==> config.mk <==
export PLATFORM = sky130hd
export DESIGN_NAME = wam_ctl_flat
export DESIGN_NICKNAME = d
export VERILOG_FILES = /design/src/rtl/wam_ctl_if.sv /design/src/rtl/wam_ctl.sv /design/src/flat_wrapper.sv
export SDC_FILE = /design/constraint.sdc
export NUM_CORES = 1
export LEC_CHECK = 0
export CAP_MARGIN = 40
export CORE_ASPECT_RATIO = 0.9
export CORE_MARGIN = 2
export CORE_UTILIZATION = 47
export DETAILED_ROUTE_END_ITERATION = 16
export GPL_TIMING_DRIVEN = 0
export PLACE_DENSITY = 0.75
export SYNTH_ARGS = -nofsm -noshare
export SYNTH_HDL_FRONTEND = slang
export SYNTH_SLANG_ARGS = --single-unit
==> constraint.sdc <==
create_clock -name clk -period 2.9 [get_ports clk]
set_clock_uncertainty 0.2 [all_clocks]
set_input_delay 0.435 -clock clk [delete_from_list [all_inputs] [get_ports clk]]
set_output_delay 0.435 -clock clk [all_outputs]
set_load 0.01 [all_outputs]
==> src/rtl/wam_ctl_if.sv <==
// ---------------------------------------------------------------------------
// wam_ctl_if
// Signal bundle between the whack-a-mole sequencer and the board top level.
//   master : board side   - drives tick/start/tap/hrdn, reads game outputs
//   slave  : wam_ctl side - reads controls, drives holes/score/time/game_over
// Signals:
//   tick      1  one-clk game-time enable (~100 Hz)
//   start     1  one-clk pulse, starts or restarts a round
//   tap       8  level tap switches, one per hole (debounced, clk-synchronous)
//   hrdn      2  difficulty level
//   holes     8  one-hot active mole, or 0
//   score    12  three-digit BCD score
//   time_left 13 ticks remaining in the round
//   game_over 1  high once the round has ended
// ---------------------------------------------------------------------------
interface wam_ctl_if;
  logic        tick;
  logic        start;
  logic [7:0]  tap;
  logic [1:0]  hrdn;
  logic [7:0]  holes;
  logic [11:0] score;
  logic [12:0] time_left;
  logic        game_over;

  modport master (
    output tick, start, tap, hrdn,
    input  holes, score, time_left, game_over
  );

  modport slave (
    input  tick, start, tap, hrdn,
    output holes, score, time_left, game_over
  );
endinterface

==> src/rtl/wam_ctl.sv <==
// ---------------------------------------------------------------------------
// wam_ctl - whack-a-mole game sequencer
// Spawns one mole at a time into a pseudo-random hole, times its visibility
// by difficulty, detects hits on the tap vector, keeps a saturating BCD score
// and runs the round timer.
// Ports:
//   clk  - system clock
//   clr  - asynchronous reset, active-high
//   bus  - wam_ctl_if.slave (tick, start, tap, hrdn in; holes, score,
//          time_left, game_over out; all outputs registered)
// Build option:
//   MISS_PENALTY_EN - when defined, a tap edge on a non-active hole while a
//   mole is up (and no valid hit in the same clk) takes one point off the
//   score, floored at 000.
// ---------------------------------------------------------------------------
module wam_ctl #(
  parameter int GAME_TICKS = 6000,
  parameter int GAP_TICKS  = 20,
  parameter int LIFE_EASY  = 150,
  parameter int LIFE_MED   = 100,
  parameter int LIFE_HARD  = 60
) (
  input  logic     clk,
  input  logic     clr,
  wam_ctl_if.slave bus
);

  localparam int CNT_W = 16;
  localparam logic [12:0]      GAME_INIT = 13'(GAME_TICKS);
  localparam logic [CNT_W-1:0] GAP_INIT  = CNT_W'(GAP_TICKS);
  localparam logic [15:0]      LFSR_SEED = 16'hACE1;

  typedef enum logic [1:0] {IDLE, GAP, SHOW, OVER} state_t;

  state_t           state_reg, state_next;
  logic [15:0]      lfsr_reg;
  logic [15:0]      lfsr_next;
  logic [7:0]       tap_q_reg;
  logic [7:0]       hit_vec_reg;
  logic [7:0]       holes_reg, holes_next;
  logic [11:0]      score_reg, score_next;
  logic [12:0]      time_reg, time_next;
  logic [CNT_W-1:0] cnt_reg, cnt_next;
  logic [2:0]       prev_reg, prev_next;
  logic             over_reg, over_next;

  logic             hit;
  logic             final_tick;
  logic             cnt_last;
  logic [2:0]       spawn_idx;
  logic [CNT_W-1:0] life_sel;
`ifdef MISS_PENALTY_EN
  logic             miss;
`endif

  // Saturating three-digit BCD increment (999 holds).
  function automatic logic [11:0] bcd_inc(input logic [11:0] v);
    logic [3:0] h, t, o;
    h = v[11:8];
    t = v[7:4];
    o = v[3:0];
    if (v == 12'h999) return v;
    if (o != 4'd9) begin
      o = o + 4'd1;
    end else begin
      o = 4'd0;
      if (t != 4'd9) begin
        t = t + 4'd1;
      end else begin
        t = 4'd0;
        h = h + 4'd1;
      end
    end
    return {h, t, o};
  endfunction

`ifdef MISS_PENALTY_EN
  // BCD decrement with a floor at 000.
  function automatic logic [11:0] bcd_dec(input logic [11:0] v);
    logic [3:0] h, t, o;
    h = v[11:8];
    t = v[7:4];
    o = v[3:0];
    if (v == 12'h000) return v;
    if (o != 4'd0) begin
      o = o - 4'd1;
    end else begin
      o = 4'd9;
      if (t != 4'd0) begin
        t = t - 4'd1;
      end else begin
        t = 4'd9;
        h = h - 4'd1;
      end
    end
    return {h, t, o};
  endfunction
`endif

  // Fibonacci LFSR x^16+x^14+x^13+x^11, shifting right; the seed is non-zero
  // and the polynomial is maximal, so the register never reaches zero.
  assign lfsr_next = {lfsr_reg[0] ^ lfsr_reg[2] ^ lfsr_reg[3] ^ lfsr_reg[5],
                      lfsr_reg[15:1]};

  // The edge vector is registered, so a tap reaches the FSM one clk after
  // tap_q sees it; hits are qualified against the mole currently shown.
  assign hit        = |(hit_vec_reg & holes_reg);
`ifdef MISS_PENALTY_EN
  assign miss       = |(hit_vec_reg & ~holes_reg);
`endif
  assign final_tick = bus.tick && (time_reg == 13'd1);
  assign cnt_last   = (cnt_reg <= CNT_W'(1));

  // Never land on the same hole twice in a row.
  assign spawn_idx  = (lfsr_reg[2:0] == prev_reg) ? lfsr_reg[2:0] + 3'd1
                                                  : lfsr_reg[2:0];

  always_comb begin
    life_sel = CNT_W'(LIFE_HARD);
    case (bus.hrdn)
      2'd0:    life_sel = CNT_W'(LIFE_EASY);
      2'd1:    life_sel = CNT_W'(LIFE_MED);
      default: life_sel = CNT_W'(LIFE_HARD);
    endcase
  end

  always_ff @(posedge clk or posedge clr) begin
    if (clr) begin
      state_reg   <= IDLE;
      lfsr_reg    <= LFSR_SEED;
      tap_q_reg   <= '0;
      hit_vec_reg <= '0;
      holes_reg   <= '0;
      score_reg   <= '0;
      time_reg    <= GAME_INIT;
      cnt_reg     <= GAP_INIT;
      prev_reg    <= '0;
      over_reg    <= 1'b0;
    end else begin
      state_reg   <= state_next;
      lfsr_reg    <= lfsr_next;
      tap_q_reg   <= bus.tap;
      hit_vec_reg <= bus.tap & ~tap_q_reg;
      holes_reg   <= holes_next;
      score_reg   <= score_next;
      time_reg    <= time_next;
      cnt_reg     <= cnt_next;
      prev_reg    <= prev_next;
      over_reg    <= over_next;
    end
  end

  always_comb begin
    state_next = state_reg;
    holes_next = holes_reg;
    score_next = score_reg;
    time_next  = time_reg;
    cnt_next   = cnt_reg;
    prev_next  = prev_reg;
    over_next  = over_reg;

    if (bus.start) begin
      // start restarts from any state, including mid-round.
      state_next = GAP;
      holes_next = '0;
      score_next = '0;
      time_next  = GAME_INIT;
      cnt_next   = GAP_INIT;
      over_next  = 1'b0;
    end else begin
      case (state_reg)
        IDLE: begin
          holes_next = '0;
        end

        GAP: begin
          holes_next = '0;
          if (bus.tick) begin
            time_next = time_reg - 13'd1;
            cnt_next  = cnt_reg - CNT_W'(1);
            if (cnt_last) begin
              // hrdn is only looked at here; later changes do not affect
              // the mole already on the board.
              state_next = SHOW;
              holes_next = 8'd1 << spawn_idx;
              prev_next  = spawn_idx;
              cnt_next   = life_sel;
            end
          end
        end

        SHOW: begin
          if (bus.tick) time_next = time_reg - 13'd1;
`ifdef MISS_PENALTY_EN
          if (miss && !hit) score_next = bcd_dec(score_reg);
`endif
          if (hit) begin
            // A hit wins over an expiry in the same clk.
            score_next = bcd_inc(score_reg);
            holes_next = '0;
            cnt_next   = GAP_INIT;
            state_next = GAP;
          end else if (bus.tick && cnt_last) begin
            holes_next = '0;
            cnt_next   = GAP_INIT;
            state_next = GAP;
          end else if (bus.tick) begin
            cnt_next = cnt_reg - CNT_W'(1);
          end
        end

        OVER: begin
          holes_next = '0;
          time_next  = '0;
          over_next  = 1'b1;
        end

        default: begin
          state_next = IDLE;
        end
      endcase

      // Round end overrides the mole bookkeeping but keeps any score
      // change made in the same clk.
      if ((state_reg == GAP || state_reg == SHOW) && final_tick) begin
        state_next = OVER;
        holes_next = '0;
        time_next  = '0;
        over_next  = 1'b1;
      end
    end
  end

  assign bus.holes     = holes_reg;
  assign bus.score     = score_reg;
  assign bus.time_left = time_reg;
  assign bus.game_over = over_reg;

endmodule
==> src/flat_wrapper.sv <==
// flat-port wrapper written by rule: the top's interface ports become plain ports
module wam_ctl_flat 
#(
  parameter int GAME_TICKS = 6000,
  parameter int GAP_TICKS  = 20,
  parameter int LIFE_EASY  = 150,
  parameter int LIFE_MED   = 100,
  parameter int LIFE_HARD  = 60
)
  (clk, clr, bus_tick, bus_start, bus_tap, bus_hrdn, bus_holes, bus_score, bus_time_left, bus_game_over);
  wam_ctl_if bus_i ();
  input  logic clk;
  input  logic clr;
  input wire logic [$bits(bus_i.tick)-1:0] bus_tick;
  input wire logic [$bits(bus_i.start)-1:0] bus_start;
  input wire logic [$bits(bus_i.tap)-1:0] bus_tap;
  input wire logic [$bits(bus_i.hrdn)-1:0] bus_hrdn;
  output wire logic [$bits(bus_i.holes)-1:0] bus_holes;
  output wire logic [$bits(bus_i.score)-1:0] bus_score;
  output wire logic [$bits(bus_i.time_left)-1:0] bus_time_left;
  output wire logic [$bits(bus_i.game_over)-1:0] bus_game_over;
  assign bus_i.tick = bus_tick;
  assign bus_i.start = bus_start;
  assign bus_i.tap = bus_tap;
  assign bus_i.hrdn = bus_hrdn;
  assign bus_holes = bus_i.holes;
  assign bus_score = bus_i.score;
  assign bus_time_left = bus_i.time_left;
  assign bus_game_over = bus_i.game_over;
  wam_ctl #(.GAME_TICKS(GAME_TICKS), .GAP_TICKS(GAP_TICKS), .LIFE_EASY(LIFE_EASY), .LIFE_MED(LIFE_MED), .LIFE_HARD(LIFE_HARD)) u_core (.clk(clk), .clr(clr), .bus(bus_i));
endmodule
* Word-level counts from Yosys, hierarchy flattened
Cells that the tools add are included.
** Storage, ports and cells
- Bits in registers :: 87
- Latch bits :: 0
- RAM bits :: 0
- ROM bits :: 0
- Input bits :: 14
- Output and inout bits :: 34
- Memories kept :: 0
** Cells by class
- $add $sub $neg :: 6
- Multipliers :: 0
- Div/mod/pow operators :: 0
- Magnitude comparators :: 1
- Eq/ne operators :: 18
- Shift operators :: 1
- Multiplexer cells :: 43
- Bitwise operators :: 7
- Reductions and logical operators :: 22
** Operator list (count)
- two-way mux 16 bit :: 6
- two-way mux 12 bit :: 4
- two-way mux 8 bit :: 6
- two-way mux 13 bit :: 3
- one-hot mux 16 bit (2 select lines) :: 1
- one-hot mux 13 bit (2 select lines) :: 1
- one-hot mux 8 bit (3 select lines) :: 1
- two-way mux 4 bit :: 5
- AND 8 bit :: 2
- <= comparator 16 x 1 -> 1 bit (second input constant) :: 1
- one-hot mux 8 bit (2 select lines) :: 1
- subtractor 16 x 1 -> 16 bit (second input constant) :: 1
- == test 13 x 1 -> 1 bit (second input constant) :: 1
- subtractor 13 x 1 -> 13 bit (second input constant) :: 1
- adder 4 x 1 -> 4 bit (second input constant) :: 3
- == test 12 bit (second input constant) :: 1
- two-way mux 2 bit :: 6
- inequality test 4 bit (second input constant) :: 3
- AND reduction 4 bit :: 3
- inequality test 5 x 3 -> 1 bit (second input constant) :: 2
- inverter 8 bit :: 1
- nonzero test 4 bit :: 2
- OR reduction 8 bit :: 1
- left shift 1 x 3 -> 8 bit (first input constant) :: 1
- 22 further kinds :: 41

* Depth between registers and ports, before layout
- Depth in word-level cells :: 9
- Gate-level depth with buffers :: 9

* Least setup slack after synthesis
No wires, ideal clock.
- Path kind :: register -> register
- Start :: reg u_core.holes_reg[0], in the netlist u_core.bus.holes[0]
- End :: reg u_core.cnt_reg[7]
- Library setup time :: 0.067 ns
- Arrival time :: 1.962 ns
- Required time :: 2.633 ns
- Slack :: 0.671 ns
- Cell stages (with the launch flop) :: 7
- Path buffers :: 1
- Cell sequence :: dfrtp_1 a22o_1 or4_4 buf_6 a311o_1 a21oi_2 o221a_1
** On the way
- Longest elaborated chain between the ends :: 5
** Ends and longest elaborated chain
- start, declared :: RTL line wam_ctl.sv:40 : logic [7:0] holes_reg, holes_next;
- start signal, assigned :: RTL line wam_ctl.sv:144 : holes_reg <= holes_next;
- AND 8 bit * :: RTL line wam_ctl.sv:107 : assign hit = |(hit_vec_reg & holes_reg);
- OR reduction 8 bit * :: RTL line wam_ctl.sv:107
- two-way mux 16 bit :: RTL line wam_ctl.sv:197 : if (hit) begin
- one-hot mux 16 bit (2 select lines) :: RTL line wam_ctl.sv:171 : case (state_reg)
- two-way mux 16 bit :: RTL line wam_ctl.sv:162 : if (bus.start) begin
- end signal, assigned :: RTL line wam_ctl.sv:147 : cnt_reg <= cnt_next;
- end, declared :: RTL line wam_ctl.sv:43 : logic [CNT_W-1:0] cnt_reg, cnt_next;
Every way passes the cells marked *; elsewhere a longest branch is shown, timed or not.
A chain may end at the register's enable or synchronous reset.

* Worst setup path in the final report
- Start :: reg u_core.state_reg[0]
- End :: reg u_core.score_reg[7], in the netlist u_core.bus.score[7]
** On the way
- Longest elaborated chain between the ends :: 3
** Ends and longest elaborated chain
- start, declared :: RTL line wam_ctl.sv:35 : state_t state_reg, state_next;
- start signal, assigned :: RTL line wam_ctl.sv:140 : state_reg <= state_next;
- == test 2 bit :: RTL line wam_ctl.sv:171
- nonzero test 2 bit (no line)
- AND reduction 4 bit (no line)
- end signal, assigned :: RTL line wam_ctl.sv:145 : score_reg <= score_next;
- end, declared :: RTL line wam_ctl.sv:41 : logic [11:0] score_reg, score_next;
Every way passes these cells.

==> reports/results.tsv <==
metric	value	unit
Worst setup EP type	flop	
Period Utilization, post-route	90.2	%
die footprint	0.0101	mm2
global placement routability congestion	0.842	
first-pass GRT wire length	15400	um
core box area	0.00908	mm2
total wire length	9210	um
synthesized flop and latch total	87	
register area	0.00220	mm2
Area contributors post-synth	dfrtp_1, dfstp_2, ha_1	
area fraction in and, or, nand and nor cells after synthesis	17.1	%
worst vdd ir	0.333	mV
total CTS buffers	9	
endpoints failing hold	0	
CTS clk-pin slew, worst paths	0.10	ns
chip height	95.5	um
Post-CTS Resized	0	
slowest stage delay, CP	0.45	ns
num rows	33	
Residual DRC	0	
top cell type's share of synthesized area	40.1	%
main combinational cell family by area after synthesis	compound AO/OA/AOI/OAI gates	
Crit-path slowest cell	a2111oi_4	
Port Buf Inserts	45	
final-layout fill cell count	777	
CTS Buffer Depth	2	
Critical path buffers and inverters	2	
sequential-to-total area share from yosys stat	50.3	%
Critical Path Fanout Max	9	
P_leak	2.14	nW
pwr/cell area	664	mW/mm2
Design Power	3.45	mW
fmax	382	MHz
via density per instance	5.69	
total gr overflow	0	
Starting Density	48.1	%
Worst Setup Start Kind	flop	
Final HPWL DP	6530	um
antenna violations before repair	0	
number of warnings issued by yosys	0	
Slew Limit Fails	0	
Net Count, Synth	443	
vias in the first global route	3198	
Synth Area in XOR/XNOR	1.80	%
RSZ-0062 raised after global routing	no	
outcome	finished, final reports clean	
Synth Area in Compound Gates	20.8	%
Post-Synth Adder-Cell Area	4.30	%
fin nets	500	
footprint of the multi-input gates	0.00200	mm2
postcts setup bufs	0	
Die X	106	um
Critical Path AT	2.67	ns
routed len/inst	15.4	um
Pre-antenna DRT Iters	4	
post-synthesis mux area share	1.83	%
pin count of the biggest net entering global routing	61	
via count	3400	
clk_lat worst skew	0.36	ns
Netlist cell types	70	
Clock Sinks	87	
Final min period	2.62	ns
initial DRC count	236	
HP Class	flop to flop	
post-synthesis cell area	0.00437	mm2
most instantiated cells after synthesis	dfrtp_1, nand2_1, nor2_1	
setup TNS	0	ns
Syn-to-layout area delta	19.0	%
Yosys top cell by area	dfrtp_1	
FFs w/ async S/R, synth	100	%
H-tree depth	3	
# setup viols final	0	
final antenna diode count	0	
clk root buf	clkbuf_8	
layout cells sized above 1	12.6	%
most common flop cell mapped by yosys	dfrtp_1	
Global Route Usage Sum	18.9	%
max-cap viol count	0	
CP Class	flop to flop	
most common cell in the synthesized netlist	dfrtp_1	
post-synthesis cell count	414	
Slew @ Worst Pin	0.752	ns
Slew headroom	49.9	%
CTS Hold Bufs	0	
Top-Level Pins	48	
Post-synth EDFFs	0	
CP delay by family, top	compound AO/OA/AOI/OAI gates	
CP required	2.96	ns
Final ANT Viol Nets	0	
TritonCTS clock tree	built	
Mean Syn Cell Area	10.6	um2
Cell Chain, Critical Path	inv_1 -> ha_1 -> clkbuf_1 -> o41ai_4 -> a2111oi_4 -> o21ai_0 -> a32o_1	
-- metal layers --
layer,vias to the layer above,part of all wire [%],wire [um],global-route usage [%]
met5,-,0,0,0
met3,7,4.2,386,4.37
li1,1637,-,-,-
met4,0,0.56,52,2.63
met1,1688,49,4470,26.2
met2,68,47,4300,31.3
-- worst reg2reg max path, delay by kind of cell (launching register included) --
family	cells	cell delay [ns]
flip-flops	1	0.43
adder cells (fa/ha/maj)	1	0.14
buffers and inverters	2	0.53
AO/OA/AOI/OAI	4	1.21
-- cell families (layout without fill, tap and decap cells) --
family / Yosys count / in the layout
buffers and inverters: 40 / 102
AO/OA/AOI/OAI: 115 / 115
flip-flops: 87 / 87
AND/OR/NAND/NOR: 140 / 140
multiplexers: 8 / 8
XOR/XNOR: 9 / 9
adder cells (fa/ha/maj): 15 / 15
-- power by group --
group | internal, mW | switching [mW] | total, mW
Combinational | 0.476 | 0.626 | 1.10
Clock | 0.338 | 0.489 | 0.826
Sequential | 1.38 | 0.150 | 1.53
Total | 2.19 | 1.26 | 3.45
-- worst paths after layout --
kind,start,cells past startpoint,end,slack [ns]
hold reg to reg,u_core.lfsr_reg[8],0,u_core.lfsr_reg[7],0.15
setup reg to reg,u_core.state_reg[0],7,u_core.bus.score[7],0.28
min in group asynchronous,clr,2,u_core.tap_q_reg[1],0.19
max in group asynchronous,clr,3,u_core.cnt_reg[2],1.63
hold / removal,u_core.lfsr_reg[8],0,u_core.lfsr_reg[7],0.15
setup / recovery,u_core.state_reg[0],7,u_core.bus.score[7],0.28
-- stage by stage --
step / instances / hold slack (ns) / instance area [um2] / util, % / worst slack (ns)
2_1_floorplan: 414 / 0.131 / 4370 / - / 0.0429
3_3_place_gp: 581 / 0.136 / 4970 / 54.7 / -1.25
3_5_place_dp: 582 / 0.138 / 5000 / 55.1 / 0.338
4_1_cts: 598 / 0.153 / 5200 / 57.2 / 0.295
5_1_grt: 598 / 0.159 / 5200 / 57.2 / 0.0588
6_report: 598 / 0.154 / 5200 / 57.2 / 0.283
-- cell usage in the layout, fill, tap and decap left out, types with 3 or more instances in the layout --
| master | count |
|---|---|
| clkdlybuf4s50_1 | 45 |
| nor3_2 | 3 |
| a211oi_1 | 4 |
| nand2b_1 | 5 |
| o22ai_1 | 8 |
| o21ai_0 | 11 |
| nor4_1 | 4 |
| a21oi_1 | 20 |
| nor3b_1 | 3 |
| a31oi_1 | 7 |
| nand3_1 | 14 |
| nor3_1 | 9 |
| buf_2 | 3 |
| and2_1 | 6 |
| dfstp_2 | 17 |
| and3_1 | 5 |
| nor2_1 | 29 |
| a211o_1 | 3 |
| clkbuf_8 | 9 |
| a22o_1 | 5 |
| inv_1 | 25 |
| ha_1 | 15 |
| a22oi_1 | 9 |
| mux2i_1 | 8 |
| or2_2 | 3 |
| nand2_1 | 31 |
| a32o_1 | 4 |
| o31ai_1 | 5 |
| dfrtp_1 | 70 |
| clkbuf_1 | 9 |
| o21a_1 | 4 |
| xnor2_1 | 8 |
| o211ai_1 | 3 |
| nand4_1 | 3 |
| nor2b_1 | 12 |
-- final cells by class --
| type | instances | share of cell area (%) |
|---|---|---|
| Tap cell | 122 | 2.94 |
| Sequential cell | 87 | 42.3 |
| Timing Repair Buffer | 46 | 9.19 |
| Clock buffer | 9 | 2.38 |
| Buffer | 14 | 1.37 |
| Clock inverter | 7 | 1.40 |
| Inverter | 26 | 1.93 |
| Multi-Input combinational cell | 287 | 38.5 |
(Power assumes the default switching activity.)
==> patch 1 (config.mk and constraints unchanged) <==
`CNT_W`: 16 -> 24.
--- a/src/rtl/wam_ctl.sv
+++ b/src/rtl/wam_ctl.sv
@@ -25,7 +25,7 @@
   wam_ctl_if.slave bus
 );
 
-  localparam int CNT_W = 16;
+  localparam int CNT_W = 24;
   localparam logic [12:0]      GAME_INIT = 13'(GAME_TICKS);
   localparam logic [CNT_W-1:0] GAP_INIT  = CNT_W'(GAP_TICKS);
   localparam logic [15:0]      LFSR_SEED = 16'hACE1;
Function: same outputs for any inputs over 10 cycles, from zero or initial values; that may be too few to reach the edited logic, so the function may still have changed.
==> patch 1 against the unedited design <==
Worst setup slack worse by 0.18 ns. Non-clock buffer count up 4. Clock power up 8.8%. Total power up 17%. Count of clock-buffer cells in the layout up 1. Critical endpoint is now u_core.prev_reg[1]. Largest cell class unchanged. Final area up 8.0%. Synthesized area up 6.7%. Wire length up 15%. Sequential cell count up 8. Final cell count up 7.9%.
==> patch 1: results (changes against the unedited design) <==
| Metric | Value |
|---|---|
| Multi-input combinational area share | `38.33% (-0.17 points)` |
| Clk tree area frac | `3.610% (-0.17 points)` |
| Post-Place Cells | `629 (+8.1%)` |
| Vias in the first global route | `3764 (+18%)` |
| Slowest cell delay on critical path | `0.50 ns (+0.05 ns)` |
| Vias per cell | `5.935 (+4.4%)` |
| Sequential share of power | `43.4% (-0.8 points)` |
| Lkg Pwr | `0.002368 uW (+10%)` |
| Multi-input gates | `318 (+11%)` |
| Critical path arrival | `2.86 ns (+0.19 ns)` |
| Detailed placement HPWL | `7481 um (+14%)` |
| Tot GR Track Use | `20.80% (+1.9 points)` |
| CP delay by family, top | `simple AND/OR/NAND/NOR gates` |
| Bufs w/o clock | `64 (+6.7%)` |
| Status | `complete, no violations` |
| Signal buf overhead | `10.72% (+0.15 points)` |
| Cell variety after synth | `67 (-4.3%)` |
| Met3 Track Usage GR | `4.894% (+0.52 points)` |
| Post_cts resized | `4 (+4)` |
| Routability Congestion | `0.8435 (+0.24%)` |
| Global-route wire length before repair | `17810 um (+16%)` |
| Seq. cell area | `2399 um2 (+9.1%)` |
| M1 wire length | `4890 um (+9.4%)` |
| Fin cells | `645 (+7.9%)` |
| Post-Syn Area | `4661 um2 (+6.7%)` |
| Fin nets | `543 (+8.6%)` |
| Met1 Use GR | `28.79% (+2.6 points)` |
| Switching Fraction | `36.17% (-0.43 points)` |
| Slowest stage cell, crit path | `or3_1` |
| P_int | `2588 uW (+18%)` |
| Seq/Total Area, Yosys | `51.46% (+1.1 points)` |
| GR Layer Usage met2 | `32.58% (+1.3 points)` |
| Post-Layout Inst Area | `5614 um2 (+8.0%)` |
| Leading cell types by count after synthesis | `78 x dfrtp_1, 39 x nor2_1, 37 x o21ai_0` |
| Maximum VDD drop | `0.0005117 V (+54%)` |
| Largest cells by area after synthesis | `dfrtp_1 42%, dfstp_2 9.6%, ha_1 4.0%` |
| Synth Register Bits | `95 (+9.2%)` |
| Total Routed Length | `10640 um (+15%)` |
| Layout cells sized above 1 | `14.26% (+1.7 points)` |
| Slew Limit Headroom | `38.45% (-11 points)` |
| Layout filler cell count | `809 (+4.1%)` |
| Number of port buffers | `46 (+2.2%)` |
| WL met3 | `543 um (+41%)` |
-- patch 1: kinds of logic after synthesis --
| family | Yosys count | synth area share (%) |
|---|---|---|
| xor+xnor | 7 | 1.315 |
| fa+ha+maj | 15 | 4.027 |
| flops | 95 | 51.46 |
| buf+inv | 41 | 3.570 |
| mux | 8 | 1.960 |
| compound gates | 123 | 18.07 |
| simple gates | 165 | 19.60 |
-- patch 1: worst paths after layout --
| path | start | endpoint | slack, ns | cells past startpoint |
|---|---|---|---|---|
| worst max-delay path | u_core.cnt_reg[12] | u_core.prev_reg[1] | 0.10 | 5 |
| worst min-delay path | u_core.lfsr_reg[12] | u_core.lfsr_reg[11] | 0.16 | 0 |
| worst max register to register | u_core.cnt_reg[12] | u_core.prev_reg[1] | 0.10 | 5 |
| worst min register to register | u_core.lfsr_reg[12] | u_core.lfsr_reg[11] | 0.16 | 0 |
| max in group asynchronous | clr | u_core.cnt_reg[4] | 1.54 | 4 |
| min in group asynchronous | clr | u_core.lfsr_reg[9] | 0.21 | 2 |
==> patch 2 (config.mk and constraints unchanged) <==
Without the edit above. The 4 states of `state_t` get a one-hot encoding in 4 bits.
--- a/src/rtl/wam_ctl.sv
+++ b/src/rtl/wam_ctl.sv
@@ -30,7 +30,7 @@
   localparam logic [CNT_W-1:0] GAP_INIT  = CNT_W'(GAP_TICKS);
   localparam logic [15:0]      LFSR_SEED = 16'hACE1;
 
-  typedef enum logic [1:0] {IDLE, GAP, SHOW, OVER} state_t;
+  typedef enum logic [3:0] {IDLE = 4'b0001, GAP = 4'b0010, SHOW = 4'b0100, OVER = 4'b1000} state_t;
 
   state_t           state_reg, state_next;
   logic [15:0]      lfsr_reg;
Formal check against the unedited RTL: no difference found for any inputs over 10 cycles, from zero or initial values; not proved beyond that.
==> patch 2 against the unedited design <==
Final cell count is 3.2% higher. Worst setup slack worse by 0.088 ns. Final area is 4.5% higher. Global-route usage is 1.7 points higher. Die area is 3.7% higher. Wire length is 7.8% higher. Synthesized area is 3.8% higher. Sequential cell count is 2 higher. Sequential share of layout area is 0.87 points lower. Highest routed layer unchanged.
Power is not compared: it rests on default switching activity, and its combinational part moved more than twofold at a synthesized area within 25%.
==> patch 2: results (changes against the unedited design) <==
| Metric | Value |
|---|---|
| Area of the multi-input gates | `2147 um2 (+7.3%)` |
| Synth Instances | `426 (+2.9%)` |
| Ys flop type | `dfrtp_1` |
| GR Layer Usage met2 | `30.91% (-0.38 points)` |
| Largest cells by area after synthesis | `dfrtp_1 39%, dfstp_2 10%, nor2_1 3.6%` |
| Dpl cell area | `5209 um2 (+4.1%)` |
| DR WL met2 | `4547 um (+5.7%)` |
| Crit Reg-Reg Endpoint | `u_core.cnt_reg[8]` |
| Via count | `3553 (+4.5%)` |
| CTS Root Cell | `clkbuf_8` |
| Hold_sp | `u_core.lfsr_reg[12]` |
| Largest net degree at the start of global routing | `36 (-41%)` |
| M1 wire length | `4663 um (+4.4%)` |
| Multiplexer share of the synthesized area | `2.923% (+1.1 points)` |
| Layout filler cell count | `833 (+7.2%)` |
| Bufs w/o clock | `62 (+3.3%)` |
| Adder-cell share of the synthesized area | `3.034% (-1.3 points)` |
| Drt wl/cell | `16.09 um (+4.4%)` |
| Routability Congestion | `0.8623 (+2.5%)` |
| Initial antenna violation count | `0 (unchanged)` |
| Synth Area in XOR/XNOR | `2.896% (+1.1 points)` |
| Reg2reg start | `u_core.bus.holes[2]` |
| Detailed placement HPWL | `7005 um (+7.2%)` |
| Syn_area_per_cell | `10.65 um2 (+0.91%)` |
| WL met3 | `572 um (+48%)` |
| Multi-input combinational area share | `39.53% (+1.0 points)` |
| Max-cap violations | `0 (unchanged)` |
| Final hold slack | `0.1594 ns (+0.004931 ns)` |
| Fin nets | `511 (+2.2%)` |
| Logic inverters | `18 (-31%)` |
| Seq/Total Area, Yosys | `49.59% (-0.73 points)` |
| Slew Limit Headroom | `40.43% (-9.5 points)` |
| Crit path max fanout | `10 (+1)` |
| Seq. cell area | `2250 um2 (+2.3%)` |
| Post-synthesis compound-gate area fraction | `16.05% (-4.7 points)` |
| Cell variety after synth | `67 (-4.3%)` |
| DP Worst Slack | `-0.1848 ns (-0.5224 ns)` |
| Clk tree area frac | `4.031% (+0.25 points)` |
| Status | `complete, no violations` |
| FF-to-FF path depth | `5 (-2)` |
| Critical path arrival | `2.79 ns (+0.12 ns)` |
| Number of port buffers | `47 (+4.4%)` |
| Multi-input gates | `306 (+6.6%)` |
| Initial DRC count | `210 (-11%)` |
| WHS Endpoint | `u_core.lfsr_reg[11]` |
| Vias in the first global route | `3426 (+7.1%)` |
| Leading cell types by count after synthesis | `71 x dfrtp_1, 43 x nor2_1, 27 x nand2_1` |
| Met3 Track Usage GR | `5.500% (+1.1 points)` |
| Signal buf overhead | `10.80% (+0.24 points)` |
| Tot GR Track Use | `20.58% (+1.7 points)` |
| Worst R2R Setup Slack | `0.26 ns (-0.02 ns)` |
| Layout cells sized above 1 | `13.24% (+0.63 points)` |
| Global-route wire length before repair | `17080 um (+11%)` |
| Seq_cells | `89 (+2.3%)` |
| Met1 Use GR | `29.26% (+3.1 points)` |
| Latest clock arrival within the worst-skew pair | `0.38 ns (+0.02 ns)` |
==> patch 2: cell types whose count changed in the layout (fill, tap and decap cells not counted), sizes merged, moves of 4 or more <==
| cell | before | now |
|---|---|---|
| inv | 30 | 21 |
| nor4 | 5 | 9 |
| nand3 | 14 | 9 |
| xor2 | 1 | 5 |
| o22ai | 8 | 1 |
| o211ai | 3 | 8 |
| o21ai | 12 | 20 |
| ha | 15 | 11 |
| nor2 | 30 | 44 |
| a21oi | 21 | 11 |
| nand2 | 31 | 27 |
| or3 | 1 | 10 |
| nand4 | 3 | 7 |
==> patch 2: how the worst max path moves through the flow <==
| stage | endpoint | from | depth (start not counted) | slack (ns) |
|---|---|---|---|---|
| 2_1_floorplan | u_core.cnt_reg[5] | u_core.cnt_reg[11] | 7 | 0.57 |
| 5_1_grt | u_core.cnt_reg[8] | u_core.bus.holes[1] | 5 | 0.06 |
| 6_report | u_core.cnt_reg[8] | bus_tick | 7 | 0.19 |
| 3_5_place_dp | u_core.cnt_reg[8] | bus_start | 5 | -0.18 |
| 3_3_place_gp | u_core.cnt_reg[8] | bus_start | 5 | -0.08 |
| 4_1_cts | u_core.cnt_reg[8] | bus_tick | 7 | 0.26 |
==> patch 2: where the power goes <==
part           total, uW  internal (uW)  switching, uW
Sequential          1300           1280           28.5
Clock                933            425            508
Combinational        277            116            161
==> patch 2: repair_timing <==
action	in CTS	in global routing
endpoints found under the hold margin	0	0
resized for setup	1	0
setup endpoints to repair	1	0
==> patch 2: worst max-delay path: stages <==
cell and delay, ns:
clkdlybuf4s50_1 0.75, nor3b_1 0.39, nand2_1 0.20, clkbuf_1 0.30, inv_1 0.14, nand3_1 0.23
o31ai_1 0.34
